[src/rtl/bram_arbiter_pkg.sv]
// Shared definitions for bram_arbiter: FSM and port-select encodings, byte-enable expansion.
// Used by both the default build and the BRAM_ARB_CLEAR_EN build.
package bram_arbiter_pkg;

  localparam logic [0:0] ST_INIT = 1'b0;
  localparam logic [0:0] ST_RUN  = 1'b1;

  localparam logic PORT_A = 1'b0;
  localparam logic PORT_B = 1'b1;

  localparam int unsigned MAX_BE_W   = 64;
  localparam int unsigned MAX_DATA_W = MAX_BE_W * 8;

  // A set bit in the result means the RAM keeps its old bit.
  function automatic logic [MAX_DATA_W-1:0] be_to_mask(input logic [MAX_BE_W-1:0] be);
    logic [MAX_DATA_W-1:0] m;
    m = '0;
    for (int i = 0; i < MAX_BE_W; i++) m[8*i +: 8] = {8{~be[i]}};
    return m;
  endfunction

endpackage

[src/rtl/bram_arbiter_arb_rr2.sv]
// Two-way arbiter, A = req[0], B = req[1]; combinational grant, pointer remembers the last winner.
module arb_rr2
  import bram_arbiter_pkg::*;
#(
  parameter int unsigned ROUND_ROBIN = 1
) (
  input  logic       clk,
  input  logic       rst,
  input  logic       en,
  input  logic [1:0] req,
  output logic [1:0] gnt
);

  logic last_q;

  always_comb begin
    gnt = 2'b00;
    if (en) begin
      if (req == 2'b11) begin
        if ((ROUND_ROBIN != 0) && (last_q == PORT_A)) gnt = 2'b10;
        else                                         gnt = 2'b01;
      end else begin
        gnt = req;
      end
    end
  end

  // Reset to B so that A wins the first conflict.
  always_ff @(posedge clk or posedge rst) begin
    if (rst)              last_q <= PORT_B;
    else if (gnt != 2'b00) last_q <= gnt[1];
  end

endmodule

[src/rtl/bram_arbiter.sv]
// Two-requester block-RAM controller: one operation per cycle, read responses routed by tag.
// BRAM_ARB_CLEAR_EN adds a zero-fill sweep of the whole RAM after every reset.
module bram_arbiter
  import bram_arbiter_pkg::*;
#(
  parameter int unsigned ADDR_W      = 8,
  parameter int unsigned DATA_W      = 32,
  parameter int unsigned ROUND_ROBIN = 1
) (
  input  logic                clk_i,
  input  logic                rst_i,
  input  logic                a_req_i,
  input  logic                a_we_i,
  input  logic [ADDR_W-1:0]   a_addr_i,
  input  logic [DATA_W-1:0]   a_wdata_i,
  input  logic [DATA_W/8-1:0] a_be_i,
  output logic                a_gnt_o,
  output logic                a_rvalid_o,
  output logic [DATA_W-1:0]   a_rdata_o,
  input  logic                b_req_i,
  input  logic                b_we_i,
  input  logic [ADDR_W-1:0]   b_addr_i,
  input  logic [DATA_W-1:0]   b_wdata_i,
  input  logic [DATA_W/8-1:0] b_be_i,
  output logic                b_gnt_o,
  output logic                b_rvalid_o,
  output logic [DATA_W-1:0]   b_rdata_o,
  output logic                init_done_o,
  output logic [ADDR_W-1:0]   bram_raddr_o,
  output logic                bram_read_en_o,
  output logic [ADDR_W-1:0]   bram_waddr_o,
  output logic [DATA_W-1:0]   bram_wdata_o,
  output logic [DATA_W-1:0]   bram_wmask_o,
  output logic                bram_write_en_o,
  input  logic [DATA_W-1:0]   bram_rdata_i
);

  localparam int unsigned BE_W = DATA_W / 8;

  logic              run;
  logic              clearing;
  logic [ADDR_W-1:0] clear_addr;

`ifdef BRAM_ARB_CLEAR_EN
  localparam logic [ADDR_W-1:0] CNT_LAST = '1;

  logic [0:0]        state_q, state_d;
  logic [ADDR_W-1:0] cnt_q;

  always_ff @(posedge clk_i or posedge rst_i) begin
    if (rst_i) state_q <= ST_INIT;
    else       state_q <= state_d;
  end

  always_comb begin
    state_d = state_q;
    if ((state_q == ST_INIT) && (cnt_q == CNT_LAST)) state_d = ST_RUN;
  end

  always_ff @(posedge clk_i or posedge rst_i) begin
    if (rst_i)                   cnt_q <= '0;
    else if (state_q == ST_INIT) cnt_q <= cnt_q + ADDR_W'(1);
  end

  assign run         = (state_q == ST_RUN);
  assign clearing    = ~run;
  assign clear_addr  = cnt_q;
  assign init_done_o = run;
`else
  assign run         = 1'b1;
  assign clearing    = 1'b0;
  assign clear_addr  = '0;
  assign init_done_o = 1'b1;
`endif

  logic [1:0] gnt;

  arb_rr2 #(.ROUND_ROBIN(ROUND_ROBIN)) u_arb (
    .clk (clk_i),
    .rst (rst_i),
    .en  (run),
    .req ({b_req_i, a_req_i}),
    .gnt (gnt)
  );

  assign a_gnt_o = gnt[0];
  assign b_gnt_o = gnt[1];

  // Payload of whichever port won this cycle.
  logic              sel_b;
  logic              op_we;
  logic [ADDR_W-1:0] op_addr;
  logic [DATA_W-1:0] op_wdata;
  logic [BE_W-1:0]   op_be;
  logic [DATA_W-1:0] op_mask;

  assign sel_b    = gnt[1];
  assign op_we    = sel_b ? b_we_i    : a_we_i;
  assign op_addr  = sel_b ? b_addr_i  : a_addr_i;
  assign op_wdata = sel_b ? b_wdata_i : a_wdata_i;
  assign op_be    = sel_b ? b_be_i    : a_be_i;
  assign op_mask  = DATA_W'(be_to_mask(MAX_BE_W'(op_be)));

  logic [ADDR_W-1:0] raddr_q, waddr_q;
  logic [DATA_W-1:0] wdata_q, wmask_q;

  always_comb begin
    bram_read_en_o  = 1'b0;
    bram_write_en_o = 1'b0;
    bram_raddr_o    = raddr_q;
    bram_waddr_o    = waddr_q;
    bram_wdata_o    = wdata_q;
    bram_wmask_o    = wmask_q;
    if (clearing) begin
      bram_write_en_o = 1'b1;
      bram_waddr_o    = clear_addr;
      bram_wdata_o    = '0;
      bram_wmask_o    = '0;
    end else if (gnt != 2'b00) begin
      if (op_we) begin
        bram_write_en_o = 1'b1;
        bram_waddr_o    = op_addr;
        bram_wdata_o    = op_wdata;
        bram_wmask_o    = op_mask;
      end else begin
        bram_read_en_o  = 1'b1;
        bram_raddr_o    = op_addr;
      end
    end
  end

  // Idle cycles keep presenting the last address and data.
  always_ff @(posedge clk_i or posedge rst_i) begin
    if (rst_i) begin
      raddr_q <= '0;
      waddr_q <= '0;
      wdata_q <= '0;
      wmask_q <= '0;
    end else begin
      raddr_q <= bram_raddr_o;
      waddr_q <= bram_waddr_o;
      wdata_q <= bram_wdata_o;
      wmask_q <= bram_wmask_o;
    end
  end

  // Response tag: the read issued this cycle returns on the granted port next cycle.
  always_ff @(posedge clk_i or posedge rst_i) begin
    if (rst_i) begin
      a_rvalid_o <= 1'b0;
      b_rvalid_o <= 1'b0;
    end else begin
      a_rvalid_o <= bram_read_en_o & (sel_b == PORT_A);
      b_rvalid_o <= bram_read_en_o & (sel_b == PORT_B);
    end
  end

  assign a_rdata_o = bram_rdata_i;
  assign b_rdata_o = bram_rdata_i;

endmodule

[config.mk]
export PLATFORM = sky130hd
export DESIGN_NAME = bram_arbiter
export DESIGN_NICKNAME = d
export VERILOG_FILES = /design/src/rtl/bram_arbiter_pkg.sv /design/src/rtl/bram_arbiter_arb_rr2.sv /design/src/rtl/bram_arbiter.sv
export SDC_FILE = /design/constraint.sdc
export NUM_CORES = 1
export LEC_CHECK = 0
export ABC_AREA = 1
export CORE_MARGIN = 4
export CORE_UTILIZATION = 33
export DETAILED_ROUTE_END_ITERATION = 8
export MAX_ROUTING_LAYER = met4
export PLACE_DENSITY = 0.77
export REMOVE_ABC_BUFFERS = 1
export SETUP_SLACK_MARGIN = 0.4
export SLEW_MARGIN = 10
export SYNTH_ARGS = -nofsm -noshare
export SYNTH_HDL_FRONTEND = slang
export SYNTH_HIERARCHICAL = 1
export SYNTH_SLANG_ARGS = --single-unit
[constraint.sdc]
create_clock -name clk_i -period 2.7 [get_ports clk_i]
set_clock_uncertainty 0.2 [all_clocks]
set_input_delay 0.54 -clock clk_i [delete_from_list [all_inputs] [get_ports clk_i]]
set_output_delay 0.54 -clock clk_i [all_outputs]
set_load 0.01 [all_outputs]
==> flow_metrics.tcl, run 1 <==
set metrics [dict create \
    outcome "finished, violations left" \
    violations "setup timing" \
    rsz0062_at_grt "true" \
    finalCritPeriodShare 1.044 \
    synthAdderAreaFrac 0 \
    grt_pass1_wl_microns 23250 \
    htree_levels 3 \
    rows 41 \
    critPathCaptureType "primary output" \
    fillerInstances 998 \
    first_pass_iters 4 \
    synth_seq_area_share 0.4817 \
    stdcell_area_sq_mm 0.008159 \
    grt_antenna_before_repair 0 \
    io_pins 277 \
    grt_overflow 0 \
    setup_viol_count_final 72 \
    finish.utilization 0.6413 \
    ir_drop_mv 0.2855 \
    dpl-instance-area_sq_mm 0.006280 \
    synth-xor-area-share 0 \
    ys_ff_latch 83 \
    setup_slack_ns -0.1200 \
    drive_gt1_frac 0.4804 \
    die_h_microns 122.3 \
    finalHoldViolations 0 \
    syn_area_sq_mm 0.004314 \
    cts_buffers 9 \
    worst_ep_arrival_time_ns 2.08 \
    totalWireLength_microns 18100 \
    cts-root-buf "clkbuf_16" \
    p_total_mw 5.675 \
    final_nets 939 \
    final_cells 990 \
    synth_top_family_by_area "simple AND/OR/NAND/NOR gates" \
    place_hpwl_microns 10980 \
    track_usage 0.2146 \
    gp_congestion 0.7949 \
    grt_pass1_vias 4255 \
    yosys.area_share.simple 0.3460 \
    path_max_fanout 8 \
    syn2layout_area_growth_pct 89.12 \
    dieArea_sq_mm 0.01497 \
    n_antenna_cell 0 \
    clkTransAtPathRegs_ns 0.06 \
    leakage_nw 4.287 \
    critical_path_class "flip-flop to primary output" \
    max-cap-violations 0 \
    wl_per_cell_microns 18.28 \
    clock.fmax_ghz 0.3546 \
    startpoint_type "flip-flop" \
    whs_ns 0.2645 \
    die_width_microns 122.3 \
    synth_compound_area_frac 0.001160 \
    period_needed_ns 2.820 \
    cts_tree "built" \
    postCtsHoldBufs 0 \
    yosys_warnings 6 \
    core_sq_mm 0.01272 \
    dpl_worst_slack_ns -0.7962 \
    io_buffers 179 \
    syn_inst 556 \
    grt_max_degree 83 \
    ys_types 17 \
    vias_per_cell 4.586 \
    clock_latency_ns 0.33 \
    initial_core_util 0.3391 \
    drc_errors 0 \
    dp.cells 884 \
    powerDensity_mw_per_mm2 695.5 \
    worstPathRequired_ns 1.96 \
    final-max-slew-violation-count 0 \
    cts_buffer_depth 2 \
    first_iter_violations 213 \
    num_vias 4540 \
    finalSetupTns_ns -4.692 \
    detail-route-antenna-nets 0 \
    hold_class "flip-flop to flip-flop" \
    syn_area_per_cell_sq_um 7.759 \
    synth.area.mux_share 0 \
    clkSinkCount 83 \
]
flip-flops by register name, summed over array words and instances (netlist names):
register,flops
wdata_q,32
wmask_q,32
raddr_q,8
waddr_q,8
a_rvalid_o,1
b_rvalid_o,1
u_arb/last_q,1
critical path: stages (launching register included):
cell and delay (ns):
dfstp_2 0.57, inv_2 0.06, a21oi_4 0.18, inv_4 0.07, nand2_8 0.07, buf_12 0.13, nand2_8 0.10, buf_12 0.16
buf_16 0.14, nand2_1 0.07, nand2_2 0.07, buf_6 0.13
report_power, final:
group	internal, mW	switching [mW]
clock network	0.926	0.487
registers	1.55	0.146
logic	1.45	1.11
total	3.93	1.74
kinds of logic (layout without fill, tap and decap cells):
logic type             Yosys count  after routing
AND/OR/NAND/NOR                360            361
other                            1              3
buffers and inverters          111            370
flip-flops                      83             83
AO/OA/AOI/OAI                    1              1
timing repair:
action | in CTS | in global routing
setup endpoints to repair | 84 | 85
hold endpoints to repair | 0 | 0
pin swaps | 9 | 19
cloned | 6 | 3
gates resized for setup | 389 | 205
setup buffers | 40 | 41
area by class of cell:
class,instances,area [sq um],area share
Clock buffer,11,242.7,0.02975
Inverter,20,98.84,0.01211
Multi-Input combinational cell,365,2064,0.2530
Sequential cell,83,2078,0.2547
Clock inverter,5,100.1,0.01227
Timing Repair Buffer,334,3359,0.4117
Tap cell,172,215.2,0.02638
final timing paths:
check | from | to | slack [ns] | cells past startpoint
worst min-delay path | wmask_q[0] | wmask_q[0] | 0.26 | 2
min in group asynchronous | rst_i | u_arb/last_q | 0.38 | 2
worst min register to register | wmask_q[0] | wmask_q[0] | 0.26 | 2
worst max-delay path | u_arb/last_q | bram_wmask_o[18] | -0.12 | 11
max in group asynchronous | rst_i | wmask_q[13] | 1.49 | 3
worst max register to register | u_arb/last_q | wdata_q[5] | 0.05 | 17
metal layers:
metal	wire (microns)	part of all wire	track usage
met1	6792	0.38	0.2516
met2	8532	0.47	0.3171
met3	2358	0.13	0.1088
met4	417	0.023	0.07768
met5	0	0	-
Yosys cell counts:
library cell / count / area, sq um
nand2_1: 301 / 1130
dfrtp_1: 82 / 2052
buf_4: 71 / 533.0
nand3_1: 51 / 255.2
buf_2: 16 / 80.08
inv_1: 12 / 45.04
inv_2: 7 / 26.28
buf_6: 4 / 45.04
nand2_4: 2 / 22.52
nand2_8: 2 / 40.04
nand3_4: 2 / 35.03
a21oi_1: 1 / 5.000
clkinv_2: 1 / 5.000
conb_1: 1 / 3.750
dfstp_2: 1 / 26.28
nand2_2: 1 / 6.260
nor2_1: 1 / 3.750
placed cells by master (no fill, tap or decap), types with 5 or more instances in the layout:
cell type and instances:
nand2_4 33, buf_4 113, inv_1 9, nand3_2 6, clkbuf_16 11, nand2_2 77, buf_16 6, buf_2 22
buf_12 16, dfrtp_1 82, inv_2 7, nand2_1 191, nand3_4 5, buf_6 74, clkdlybuf4s50_1 93, nand2_8 5
nand3_1 43
No activity file was read; power rests on OpenSTA's default activity.
==> inputs of run 2 (changes only) <==
--- a/config.mk
+++ b/config.mk
@@ -13,6 +13,7 @@
 export PLACE_DENSITY = 0.77
 export REMOVE_ABC_BUFFERS = 1
 export SETUP_SLACK_MARGIN = 0.4
+export SKIP_LAST_GASP = 1
 export SLEW_MARGIN = 10
 export SYNTH_ARGS = -nofsm -noshare
 export SYNTH_HDL_FRONTEND = slang
==> flow_metrics.tcl, run 2 (same netlist as run 1, synthesis figures left out) <==
set metrics [dict create \
    outcome "finished, violations left" \
    violations "setup timing" \
    wl_per_cell_microns 18.25 \
    grt_overflow 0 \
    setup_slack_ns -0.1781 \
    core_sq_mm 0.01272 \
    first_pass_iters 6 \
    fillerInstances 1017 \
    period_needed_ns 2.878 \
    finalHoldViolations 0 \
    powerDensity_mw_per_mm2 691.6 \
    rsz0062_at_grt "true" \
    multi_input_area_sq_mm 0.002019 \
    p_int_mw 3.900 \
    clkSinkCount 83 \
    initial_core_util 0.3391 \
    grt_antenna_before_repair 0 \
    finalSetupTns_ns -6.349 \
    clkPwrFrac 0.252 \
    final-max-slew-violation-count 0 \
    grt-busiest-layer "met2" \
    num_vias 4546 \
    place_hpwl_microns 10980 \
    grt_use_met3 0.1069 \
    top_regs "wdata_q (32), wmask_q (32)" \
    final_common_cell "nand2_1" \
    cts_buffers 9 \
    startpoint_type "flip-flop" \
    worst_ep_arrival_time_ns 2.14 \
    die_width_microns 122.3 \
    clkTransAtPathRegs_ns 0.06 \
    clock.fmax_ghz 0.3474 \
    met1_usage 0.2507 \
    vias_per_cell 4.560 \
    power_frac_seq 0.299 \
    syn2layout_area_growth_pct 88.37 \
    r2r-start "u_arb/last_q" \
    grt_pass1_vias 4233 \
    most-common-layout-cells "nand2_1, buf_4, clkdlybuf4s50_1" \
    p_total_mw 5.620 \
    finalCritPeriodShare 1.066 \
    track_usage 0.2135 \
    critPathCapture "bram_wmask_o[17]" \
    n_antenna_cell 0 \
    final_nets 946 \
    totalWireLength_microns 18200 \
    r2r_slack_ns -0.05 \
    gp_congestion 0.7949 \
    critical_path_class "flip-flop to primary output" \
    r2r_end "wdata_q[5]" \
    grt_pass1_wl_microns 23160 \
    switching_share 0.3060 \
    worstPathRequired_ns 1.96 \
    ir_drop_mv 0.2833 \
    detail-route-antenna-nets 0 \
    leakage_nw 4.292 \
    critPathLaunch "u_arb/last_q" \
    path_max_fanout 8 \
    switching_power_mw 1.720 \
    setup_viol_count_final 77 \
    cts-root-buf "clkbuf_16" \
    drive_gt1_frac 0.4788 \
    rr_worst_depth 17 \
    grt_max_degree 83 \
    comb_power_share 0.449 \
    cts_buffer_depth 2 \
    use_met2 0.3191 \
    finish.utilization 0.6388 \
    io_pins 277 \
    clock_latency_ns 0.33 \
    cts_tree "built" \
    max-cap-violations 0 \
    htree_levels 3 \
    dieArea_sq_mm 0.01497 \
    io_buffers 179 \
    critPathCaptureType "primary output" \
    rows 41 \
    die_h_microns 122.3 \
    seqCellArea_sq_mm 0.002078 \
    hold_class "flip-flop to flip-flop" \
    first_iter_violations 198 \
    drc_errors 0 \
]
run 2: cell types whose count changed in the layout (fill, tap and decap cells not counted), sizes merged:
cell    previous run  this run
clkbuf            15        17
buf              233       238
run 2: area by class of cell:
type,instances,share of cell area
sequential,83,0.2557
clock buffer,11,0.02987
multi-input combinational,365,0.2485
timing repair buffer,341,0.4149
clock inverter,5,0.01232
tap,172,0.02648
inverter,20,0.01216
run 2: worst min-delay path by stage:
stage	from	to	slack [ns]	cells after the start
5_1_grt	wdata_q[23]	wdata_q[23]	0.29	2
4_1_cts	wdata_q[3]	wdata_q[3]	0.27	2
3_3_place_gp	wdata_q[29]	wdata_q[29]	0.25	2
3_5_place_dp	wdata_q[6]	wdata_q[6]	0.25	2
6_report	waddr_q[7]	waddr_q[7]	0.27	2
2_1_floorplan	rst_i	u_arb/last_q	0.23	1
run 2: metrics by stage:
stage | setup WS [ns] | area (sq um) | instances | hold WS (ns)
after detailed placement | -0.7962 | 6280 | 884 | 0.2549
after CTS | -0.1248 | 7084 | 946 | 0.2662
after global placement | -0.7136 | 6280 | 884 | 0.2506
after floorplan | -1.013 | 3664 | 467 | 0.2297
after global routing | -0.2476 | 8127 | 997 | 0.2948
final | -0.1781 | 8127 | 997 | 0.2682
run 2: what timing repair did:
action	4_1_cts	5_1_grt
buffers inserted	40	48
gates resized for setup	348	226
hold buffers	0	0
pin swaps	7	21
cloned	6	3
hold endpoints to repair	0	0
setup endpoints to repair	84	85
run 2: worst max-delay path, cell delays in order, from the launching register on:
cell	delay [ns]
dfstp_2	0.56
nand2_2	0.07
nand2_4	0.10
inv_8	0.05
buf_6	0.12
nand2_8	0.07
nand2_8	0.10
nand2_8	0.15
buf_12	0.14
buf_16	0.12
nand2_1	0.07
nand2_2	0.10
buf_6	0.12
run 2: routing by layer:
layer  share of wire  vias up  wire (microns)
li1                -     2165               -
met1            0.38     2125            6948
met2            0.48      229            8806
met3            0.11       27            2067
met4           0.021        0             377
met5               0        -               0
run 2: power by group through the flow:
stage	Combinational (mW)	Sequential, mW	Clock, mW
after CTS	1.91	1.63	1.43
after global routing	2.70	1.71	1.49
after floorplan	0.653	1.63	0
after detailed placement	1.83	1.65	0
after global placement	1.80	1.64	0
final	2.52	1.68	1.42
